### config.mk
export PLATFORM = sky130hd
export DESIGN_NAME = memory_arbiter_flat
export DESIGN_NICKNAME = d
export VERILOG_FILES = /design/src/rtl/memory_arbiter_if.sv /design/src/rtl/memory_arbiter.sv /design/src/flat_wrapper.sv
export SDC_FILE = /design/constraint.sdc
export NUM_CORES = 1
export LEC_CHECK = 0
export ABC_AREA = 1
export BUFFER_PORTS_ARGS = -buffer_cell sky130_fd_sc_hd__buf_2
export CAP_MARGIN = 10
export CORE_ASPECT_RATIO = 2
export CORE_UTILIZATION = 45
export DETAILED_ROUTE_END_ITERATION = 10
export GPL_ROUTABILITY_DRIVEN = 0
export PLACE_DENSITY_LB_ADDON = 0.3
export SYNTH_ARGS = -nofsm -noshare
export SYNTH_HDL_FRONTEND = slang
export SYNTH_SLANG_ARGS = --single-unit
### constraint.sdc
create_clock -name CLK -period 2.13 [get_ports CLK]
set_clock_uncertainty 0.1 [all_clocks]
set_input_delay 0.213 -clock CLK [delete_from_list [all_inputs] [get_ports CLK]]
set_output_delay 0.213 -clock CLK [all_outputs]
set_load 0.02 [all_outputs]
### src/rtl/memory_arbiter_if.sv
// rtl/memory_arbiter_if.sv - request/RAM bus bundle for memory_arbiter
// Signals:
//   iREN/iaddr -> ihit/iload                         instruction fetch side
//   dREN/dWEN/daddr/dstore -> dhit/dload             data side
//   ramREN/ramWEN/ramaddr/ramstore <- ramload/ram_ready   RAM side
//   mem_err                                          sticky watchdog abort flag
// Modports: slave = arbiter view, master = requester/RAM view.
interface memory_arbiter_if #(
  parameter int ADDR_W = 32,
  parameter int DATA_W = 32
);
  logic              iREN;
  logic [ADDR_W-1:0] iaddr;
  logic              ihit;
  logic [DATA_W-1:0] iload;

  logic              dREN;
  logic              dWEN;
  logic [ADDR_W-1:0] daddr;
  logic [DATA_W-1:0] dstore;
  logic              dhit;
  logic [DATA_W-1:0] dload;

  logic              ramREN;
  logic              ramWEN;
  logic [ADDR_W-1:0] ramaddr;
  logic [DATA_W-1:0] ramstore;
  logic [DATA_W-1:0] ramload;
  logic              ram_ready;

  logic              mem_err;

  modport slave (
    input  iREN, iaddr, dREN, dWEN, daddr, dstore, ramload, ram_ready,
    output ihit, iload, dhit, dload, ramREN, ramWEN, ramaddr, ramstore, mem_err
  );

  modport master (
    output iREN, iaddr, dREN, dWEN, daddr, dstore, ramload, ram_ready,
    input  ihit, iload, dhit, dload, ramREN, ramWEN, ramaddr, ramstore, mem_err
  );
endinterface

### src/rtl/memory_arbiter.sv
// rtl/memory_arbiter.sv - single-port RAM arbiter for instruction and data streams
// Ports:
//   CLK   in  clock, rising edge
//   nRST  in  asynchronous active-low reset
//   bus   memory_arbiter_if.slave (request inputs, hit/load outputs, RAM strobes, mem_err)
// Data requests win over instruction fetches, except that after MAX_DSTREAK
// consecutive data grants with a fetch waiting, the fetch is granted once.
// A watchdog aborts an access after TIMEOUT cycles without ram_ready.
module memory_arbiter #(
  parameter int MAX_DSTREAK = 4,
  parameter int TIMEOUT     = 64,
  parameter int ADDR_W      = 32,
  parameter int DATA_W      = 32
) (
  input logic            CLK,
  input logic            nRST,
  memory_arbiter_if.slave bus
);

  localparam logic [1:0] IDLE = 2'd0;
  localparam logic [1:0] DACC = 2'd1;
  localparam logic [1:0] IACC = 2'd2;
  localparam logic [1:0] DONE = 2'd3;

  localparam int SW = (MAX_DSTREAK > 0) ? $clog2(MAX_DSTREAK + 1) : 1;
  localparam int WW = (TIMEOUT > 2) ? $clog2(TIMEOUT) : 1;
  localparam logic [SW-1:0] STREAK_MAX = SW'(MAX_DSTREAK);
  localparam logic [WW-1:0] WDOG_LAST  = WW'(TIMEOUT - 1);

  logic [1:0]        state;
  logic [SW-1:0]     streak;
  logic [WW-1:0]     wdog;
  logic              is_wr;
  logic              req_lost;

  logic              ihit_q;
  logic              dhit_q;
  logic [DATA_W-1:0] iload_q;
  logic [DATA_W-1:0] dload_q;
  logic              ramren_q;
  logic              ramwen_q;
  logic [ADDR_W-1:0] ramaddr_q;
  logic [DATA_W-1:0] ramstore_q;
  logic              mem_err_q;

  logic dreq;
  logic serv_req;
  logic data_first;
  logic acc_end;

  assign dreq = bus.dREN | bus.dWEN;

  // A waiting fetch only overrides data once the streak has saturated.
  assign data_first = dreq && !(bus.iREN && (streak == STREAK_MAX));

  // Request level of whichever side owns the current access.
  assign serv_req = (state == DACC) ? dreq : bus.iREN;

  // Access ends on RAM completion or when the watchdog runs out.
  assign acc_end = bus.ram_ready || (wdog == WDOG_LAST);

  always_ff @(posedge CLK or negedge nRST) begin
    if (!nRST) begin
      state      <= IDLE;
      streak     <= '0;
      wdog       <= '0;
      is_wr      <= 1'b0;
      req_lost   <= 1'b0;
      ihit_q     <= 1'b0;
      dhit_q     <= 1'b0;
      iload_q    <= '0;
      dload_q    <= '0;
      ramren_q   <= 1'b0;
      ramwen_q   <= 1'b0;
      ramaddr_q  <= '0;
      ramstore_q <= '0;
      mem_err_q  <= 1'b0;
    end else begin
      case (state)
        IDLE: begin
          wdog     <= '0;
          req_lost <= 1'b0;
          if (data_first) begin
            state      <= DACC;
            is_wr      <= bus.dWEN;
            ramaddr_q  <= bus.daddr;
            ramstore_q <= bus.dWEN ? bus.dstore : '0;
            // Simultaneous dREN/dWEN is a write.
            ramren_q   <= ~bus.dWEN;
            ramwen_q   <= bus.dWEN;
            streak     <= bus.iREN ? (streak + SW'(1)) : '0;
          end else if (bus.iREN) begin
            state      <= IACC;
            is_wr      <= 1'b0;
            ramaddr_q  <= bus.iaddr;
            ramstore_q <= '0;
            ramren_q   <= 1'b1;
            ramwen_q   <= 1'b0;
            streak     <= '0;
          end
        end

        DACC, IACC: begin
          if (acc_end) begin
            state    <= DONE;
            ramren_q <= 1'b0;
            ramwen_q <= 1'b0;
            if (!bus.ram_ready) begin
              mem_err_q <= 1'b1;
            end
            // The hit is suppressed if the owner let go at any point in the access.
            if (state == DACC) begin
              if (!bus.ram_ready) begin
                dload_q <= '0;
              end else if (!is_wr) begin
                dload_q <= bus.ramload;
              end
              dhit_q <= dreq && !req_lost;
            end else begin
              iload_q <= bus.ram_ready ? bus.ramload : '0;
              ihit_q  <= bus.iREN && !req_lost;
            end
          end else begin
            wdog <= wdog + WW'(1);
            if (!serv_req) begin
              req_lost <= 1'b1;
            end
          end
        end

        DONE: begin
          ihit_q <= 1'b0;
          dhit_q <= 1'b0;
          state  <= IDLE;
        end

        default: begin
          state <= IDLE;
        end
      endcase
    end
  end

  assign bus.ihit     = ihit_q;
  assign bus.dhit     = dhit_q;
  assign bus.iload    = iload_q;
  assign bus.dload    = dload_q;
  assign bus.ramREN   = ramren_q;
  assign bus.ramWEN   = ramwen_q;
  assign bus.ramaddr  = ramaddr_q;
  assign bus.ramstore = ramstore_q;
  assign bus.mem_err  = mem_err_q;

endmodule

### src/flat_wrapper.sv
// flat-port wrapper written by rule: the top's interface ports become plain ports
module memory_arbiter_flat 
#(
  parameter int MAX_DSTREAK = 4,
  parameter int TIMEOUT     = 64,
  parameter int ADDR_W      = 32,
  parameter int DATA_W      = 32
)
  (CLK, nRST, bus_iREN, bus_iaddr, bus_dREN, bus_dWEN, bus_daddr, bus_dstore, bus_ramload, bus_ram_ready, bus_ihit, bus_iload, bus_dhit, bus_dload, bus_ramREN, bus_ramWEN, bus_ramaddr, bus_ramstore, bus_mem_err);
  memory_arbiter_if #(.ADDR_W(ADDR_W), .DATA_W(DATA_W)) bus_i ();
  input logic CLK;
  input logic nRST;
  input wire logic [$bits(bus_i.iREN)-1:0] bus_iREN;
  input wire logic [$bits(bus_i.iaddr)-1:0] bus_iaddr;
  input wire logic [$bits(bus_i.dREN)-1:0] bus_dREN;
  input wire logic [$bits(bus_i.dWEN)-1:0] bus_dWEN;
  input wire logic [$bits(bus_i.daddr)-1:0] bus_daddr;
  input wire logic [$bits(bus_i.dstore)-1:0] bus_dstore;
  input wire logic [$bits(bus_i.ramload)-1:0] bus_ramload;
  input wire logic [$bits(bus_i.ram_ready)-1:0] bus_ram_ready;
  output wire logic [$bits(bus_i.ihit)-1:0] bus_ihit;
  output wire logic [$bits(bus_i.iload)-1:0] bus_iload;
  output wire logic [$bits(bus_i.dhit)-1:0] bus_dhit;
  output wire logic [$bits(bus_i.dload)-1:0] bus_dload;
  output wire logic [$bits(bus_i.ramREN)-1:0] bus_ramREN;
  output wire logic [$bits(bus_i.ramWEN)-1:0] bus_ramWEN;
  output wire logic [$bits(bus_i.ramaddr)-1:0] bus_ramaddr;
  output wire logic [$bits(bus_i.ramstore)-1:0] bus_ramstore;
  output wire logic [$bits(bus_i.mem_err)-1:0] bus_mem_err;
  assign bus_i.iREN = bus_iREN;
  assign bus_i.iaddr = bus_iaddr;
  assign bus_i.dREN = bus_dREN;
  assign bus_i.dWEN = bus_dWEN;
  assign bus_i.daddr = bus_daddr;
  assign bus_i.dstore = bus_dstore;
  assign bus_i.ramload = bus_ramload;
  assign bus_i.ram_ready = bus_ram_ready;
  assign bus_ihit = bus_i.ihit;
  assign bus_iload = bus_i.iload;
  assign bus_dhit = bus_i.dhit;
  assign bus_dload = bus_i.dload;
  assign bus_ramREN = bus_i.ramREN;
  assign bus_ramWEN = bus_i.ramWEN;
  assign bus_ramaddr = bus_i.ramaddr;
  assign bus_ramstore = bus_i.ramstore;
  assign bus_mem_err = bus_i.mem_err;
  memory_arbiter #(.MAX_DSTREAK(MAX_DSTREAK), .TIMEOUT(TIMEOUT), .ADDR_W(ADDR_W), .DATA_W(DATA_W)) u_core (.CLK(CLK), .nRST(nRST), .bus(bus_i));
endmodule
==> results.md <==
Run status:
- The run finished with clean final reports.

Floorplanning:
- The die is 168 um tall.
- The initial utilization of the core area, before any placement, comes to 0.463.
- 267 I/O pins were placed.
- The die covers 0.0143 mm^2.
- The number of rows in the core area is 60.
- The core footprint is 0.0134 mm^2.
- Measured along the x axis, the die boundary spans 85.1 um.

Layout:
- The area growth from synthesis to layout is 53.4%.
- The layout has 981 filler cells.
- The final-stage net count is 1215.
- In the final layout, flip-flops and latches occupy 0.00365 mm^2.
- After the flow finishes, the layout carries non-filler instances totaling 1241.
- In the final layout, the share of cells above drive strength 1 is 0.311.
- The final design instance area without fill is 0.00955 mm^2.
- The most frequent standard cell in the layout excluding fill and tap cells is buf_2.
- The core utilization of the finished layout is 0.710.
- In the layout the commonest cells are 265 x buf_2, 230 x nand2_1, 146 x dfrtp_1, 122 x dlygate4sd3_1, 82 x o21ai_0.
- In the final layout, the multi-input gates occupy 0.00226 mm^2.

Clocking:
- The number of setup buffers added after CTS is 0.
- The total number of H-tree levels is 4.
- For the worst-skew pair, the clock arrives at the later sink with an insertion delay of 0.41 ns.
- The root buffer cell chosen for the clock tree is clkbuf_16.
- The count of clock tree sinks is 146.
- After clock tree synthesis, the clock-pin slew on the worst setup and hold paths is 0.07 ns.
- The TritonCTS clock tree is built.
- The clock passes through at most 2 buffers.
- In this run, CTS created clock tree buffers numbering 17.

STA:
- The number of pins with negative max-slew slack in the final report is 0.
- The relative slew slack is 0.662.
- Setup repair after global routing left no endpoint under its margin.
- Setup violations remaining at the end of the flow were counted as 0.
- At the pin with the least slew margin, the transition time is 0.507 ns.
- The post-route setup TNS is 0 ns.
- The final worst slack is 0.221 ns.
- The shortest period the worst path allows is 1.91 ns.
- The final count of hold timing violations came to 0.
- Hold timing on the final database bottoms out at a slack of 0.0188 ns.
- In the finished design, the share of the clock period the worst path needs comes to 0.896.
- Based on the critical path, the design can be clocked at up to 0.524 GHz.

Routing:
- Dividing the detail-routed wire length by the instance count gives 16.0 um.
- For this block, the routed nets add up to 19900 um of wire.
- The first detailed-routing pass took 5 iterations.
- Dividing the detail-routed via count by the number of cells gives 5.17.
- The total vias in the final route is 6410.
- The antenna violation net count after detailed routing is 0.
- The number of DRC violations after detailed routing is 0.
- After the first detailed-routing iteration, the DRC count stood at 298.

Setup path:
- Tracing the worst setup path back leads to its startpoint at u_core.state[0].
- The worst reg-to-reg path cell count is 8.
- The signal arrival time at the worst endpoint is 2.11 ns.
- The critical path goes through inv_1, ha_1, inv_1, a21oi_2, nand3_4, buf_12, nand2_1, o21ai_2.
- The number of buffers and inverters on the critical path is 3.
- The launch point of the worst reg-to-reg path is u_core.state[0].
- The worst setup path is captured at a flip-flop.
- The maximum fanout count along the critical path is 34.
- The worst setup path is launched from a flip-flop.
- The maximum single-stage delay on the critical path is 0.44 ns.
- Data on the critical path is required at its endpoint by 2.33 ns.
- The library cell appearing most often on the critical path is inv_1.
- The critical path runs through a total of 8 cells.
- The top cell family by delay on the critical path is flip-flops.
- The critical-path cell with the highest stage delay is dfrtp_1.
- The critical path in this run is classified as flip-flop to flip-flop.

Yosys:
- The number of different library cells used by synthesis comes to 31.
- Ranked by total cell area, the synthesized netlist is headed by dfrtp_1 59%, nand2_1 14%, o21ai_0 6.6%, nand3_1 3.9%, o21ai_1 3.4%.
- In this run, synthesis inferred 0 flip-flops with an integrated enable.
- The number of nets in the synthesized netlist is 832.
- The flop and latch count out of synthesis is 146.
- In the synthesized netlist the async set-or-reset flop fraction comes to 1.00.
- The synthesis warning total is 0.
- After technology mapping, the gate count stands at 689.
- In this run the cell area of the synthesized design comes to 0.00622 mm^2.
- dfrtp_1 takes more of the synthesized area than any other cell.
- Dividing the synthesized area by the synthesized cell count gives 9.03 um^2.
- The sequential cell area fraction in the yosys report is 0.587.
- The flip-flop cell with the highest count after synthesis is dfrtp_1.
- Of the post-synthesis cell area, the dominant cell type holds 0.587.

Placement:
- The number of input and output port buffers inserted is 266.
- The HPWL after detailed placement is 11700 um.
- The worst slack after detailed placement is 0.242 ns.
- The number of instances in the placed design is 1086.
- Once placement finished, the instance area stood at 0.00773 mm^2.

GRT:
- The number of antenna violations at the first check in global routing is 1.
- The maximum number of pins on one net before global-route repair is 69.
- The via count of the first global-routing pass was 6390.
- The final global-route overflow total is 0.
- The first global-routing pass estimated 31600 um of wire.
- In the global route stage, overall resource usage came out at 0.284.

Hold path:
- In this run the most critical hold path is launched from bus_iaddr[26].
- The cell count of the worst hold path is 3.
- The path type of the worst min-delay path is primary input to flip-flop.

Flow run:
- Across the run, the number of max-cap violations was 0.

Power:
- The design draws 13.8 mW.
- Across the VDD grid, the largest voltage drop is 0.914 mV.
- Power spread over the standard cell area amounts to 1450 mW/mm^2.
- The analysis attributes to cell leakage a power of 5.03 nW.
-- cell type report --
type,count,share of cell area
sequential,146,0.383
antenna,1,0.000262
clock buffer,19,0.0474
multi-input combinational,481,0.237
tap,155,0.0203
clock inverter,13,0.0147
timing repair buffer,404,0.289
inverter,22,0.00865
-- power by group --
group	switching [mW]	total [mW]	internal [mW]
combinational	3.99	6.07	2.09
clock	1.27	2.99	1.72
sequential	0.740	4.75	4.01
-- worst reg2reg max path, cell delays in order, from the launching register on --
cell and delay (ns):
dfrtp_1 0.44, inv_1 0.10, ha_1 0.31, inv_1 0.09
a21oi_2 0.16, nand3_4 0.20, buf_12 0.24, nand2_1 0.11
o21ai_2 0.06
-- flip-flops by register name, indices dropped and copies added (netlist names) --
signal	count
u_core.bus.dhit	1
u_core.bus.dload	32
u_core.bus.ihit	1
u_core.bus.iload	32
u_core.bus.mem_err	1
u_core.bus.ramREN	1
u_core.bus.ramWEN	1
u_core.bus.ramaddr	32
u_core.bus.ramstore	32
u_core.is_wr	1
u_core.req_lost	1
u_core.state	2
u_core.streak	3
u_core.wdog	6
-- Yosys cell counts, types with 3 or more instances --
cell and n:
nand2_1 230, dfrtp_1 146, o21ai_0 82, nand3_1 48, o21ai_1 42, nor2_1 34
inv_1 19, buf_2 15, o21ai_2 12, clkbuf_1 11, ha_1 9, buf_6 6
nand4_1 6, buf_4 4, buf_1 3, o21bai_1 3
-- routing by layer --
layer  routed length (um)  up-vias  global-route usage
met5                    0        -                   0
met4                  707        0               0.132
met3                 1620       63              0.0775
met2                10100      339               0.495
met1                 7430     2982               0.318
li1                     -     3026                   -
-- worst paths after layout --
path / end / slack, ns
hold reg to reg: u_core.bus.mem_err / 0.37
setup / recovery: u_core.bus.dload[18] / 0.22
setup reg to reg: u_core.bus.dload[18] / 0.22
max in group asynchronous: u_core.bus.ramstore[24] / 1.04
hold / removal: u_core.bus.ramaddr[26] / 0.02
min in group asynchronous: u_core.bus.dload[3] / 0.22
-- cell families after synthesis --
family / share of synthesized area
flip-flops: 0.587
buffers and inverters: 0.0503
AO/OA/AOI/OAI: 0.129
XOR/XNOR: 0.00141
adder cells (fa/ha/maj): 0.0181
AND/OR/NAND/NOR: 0.214
-- timing repair --
item / in CTS / in global routing
hold buffers: 121 / 1
gates resized for setup: 0 / 1
endpoints found under the setup margin: 0 / 1
endpoints found under the hold margin: 166 / 1
Note: power is estimated with default switching activity, not from simulation.
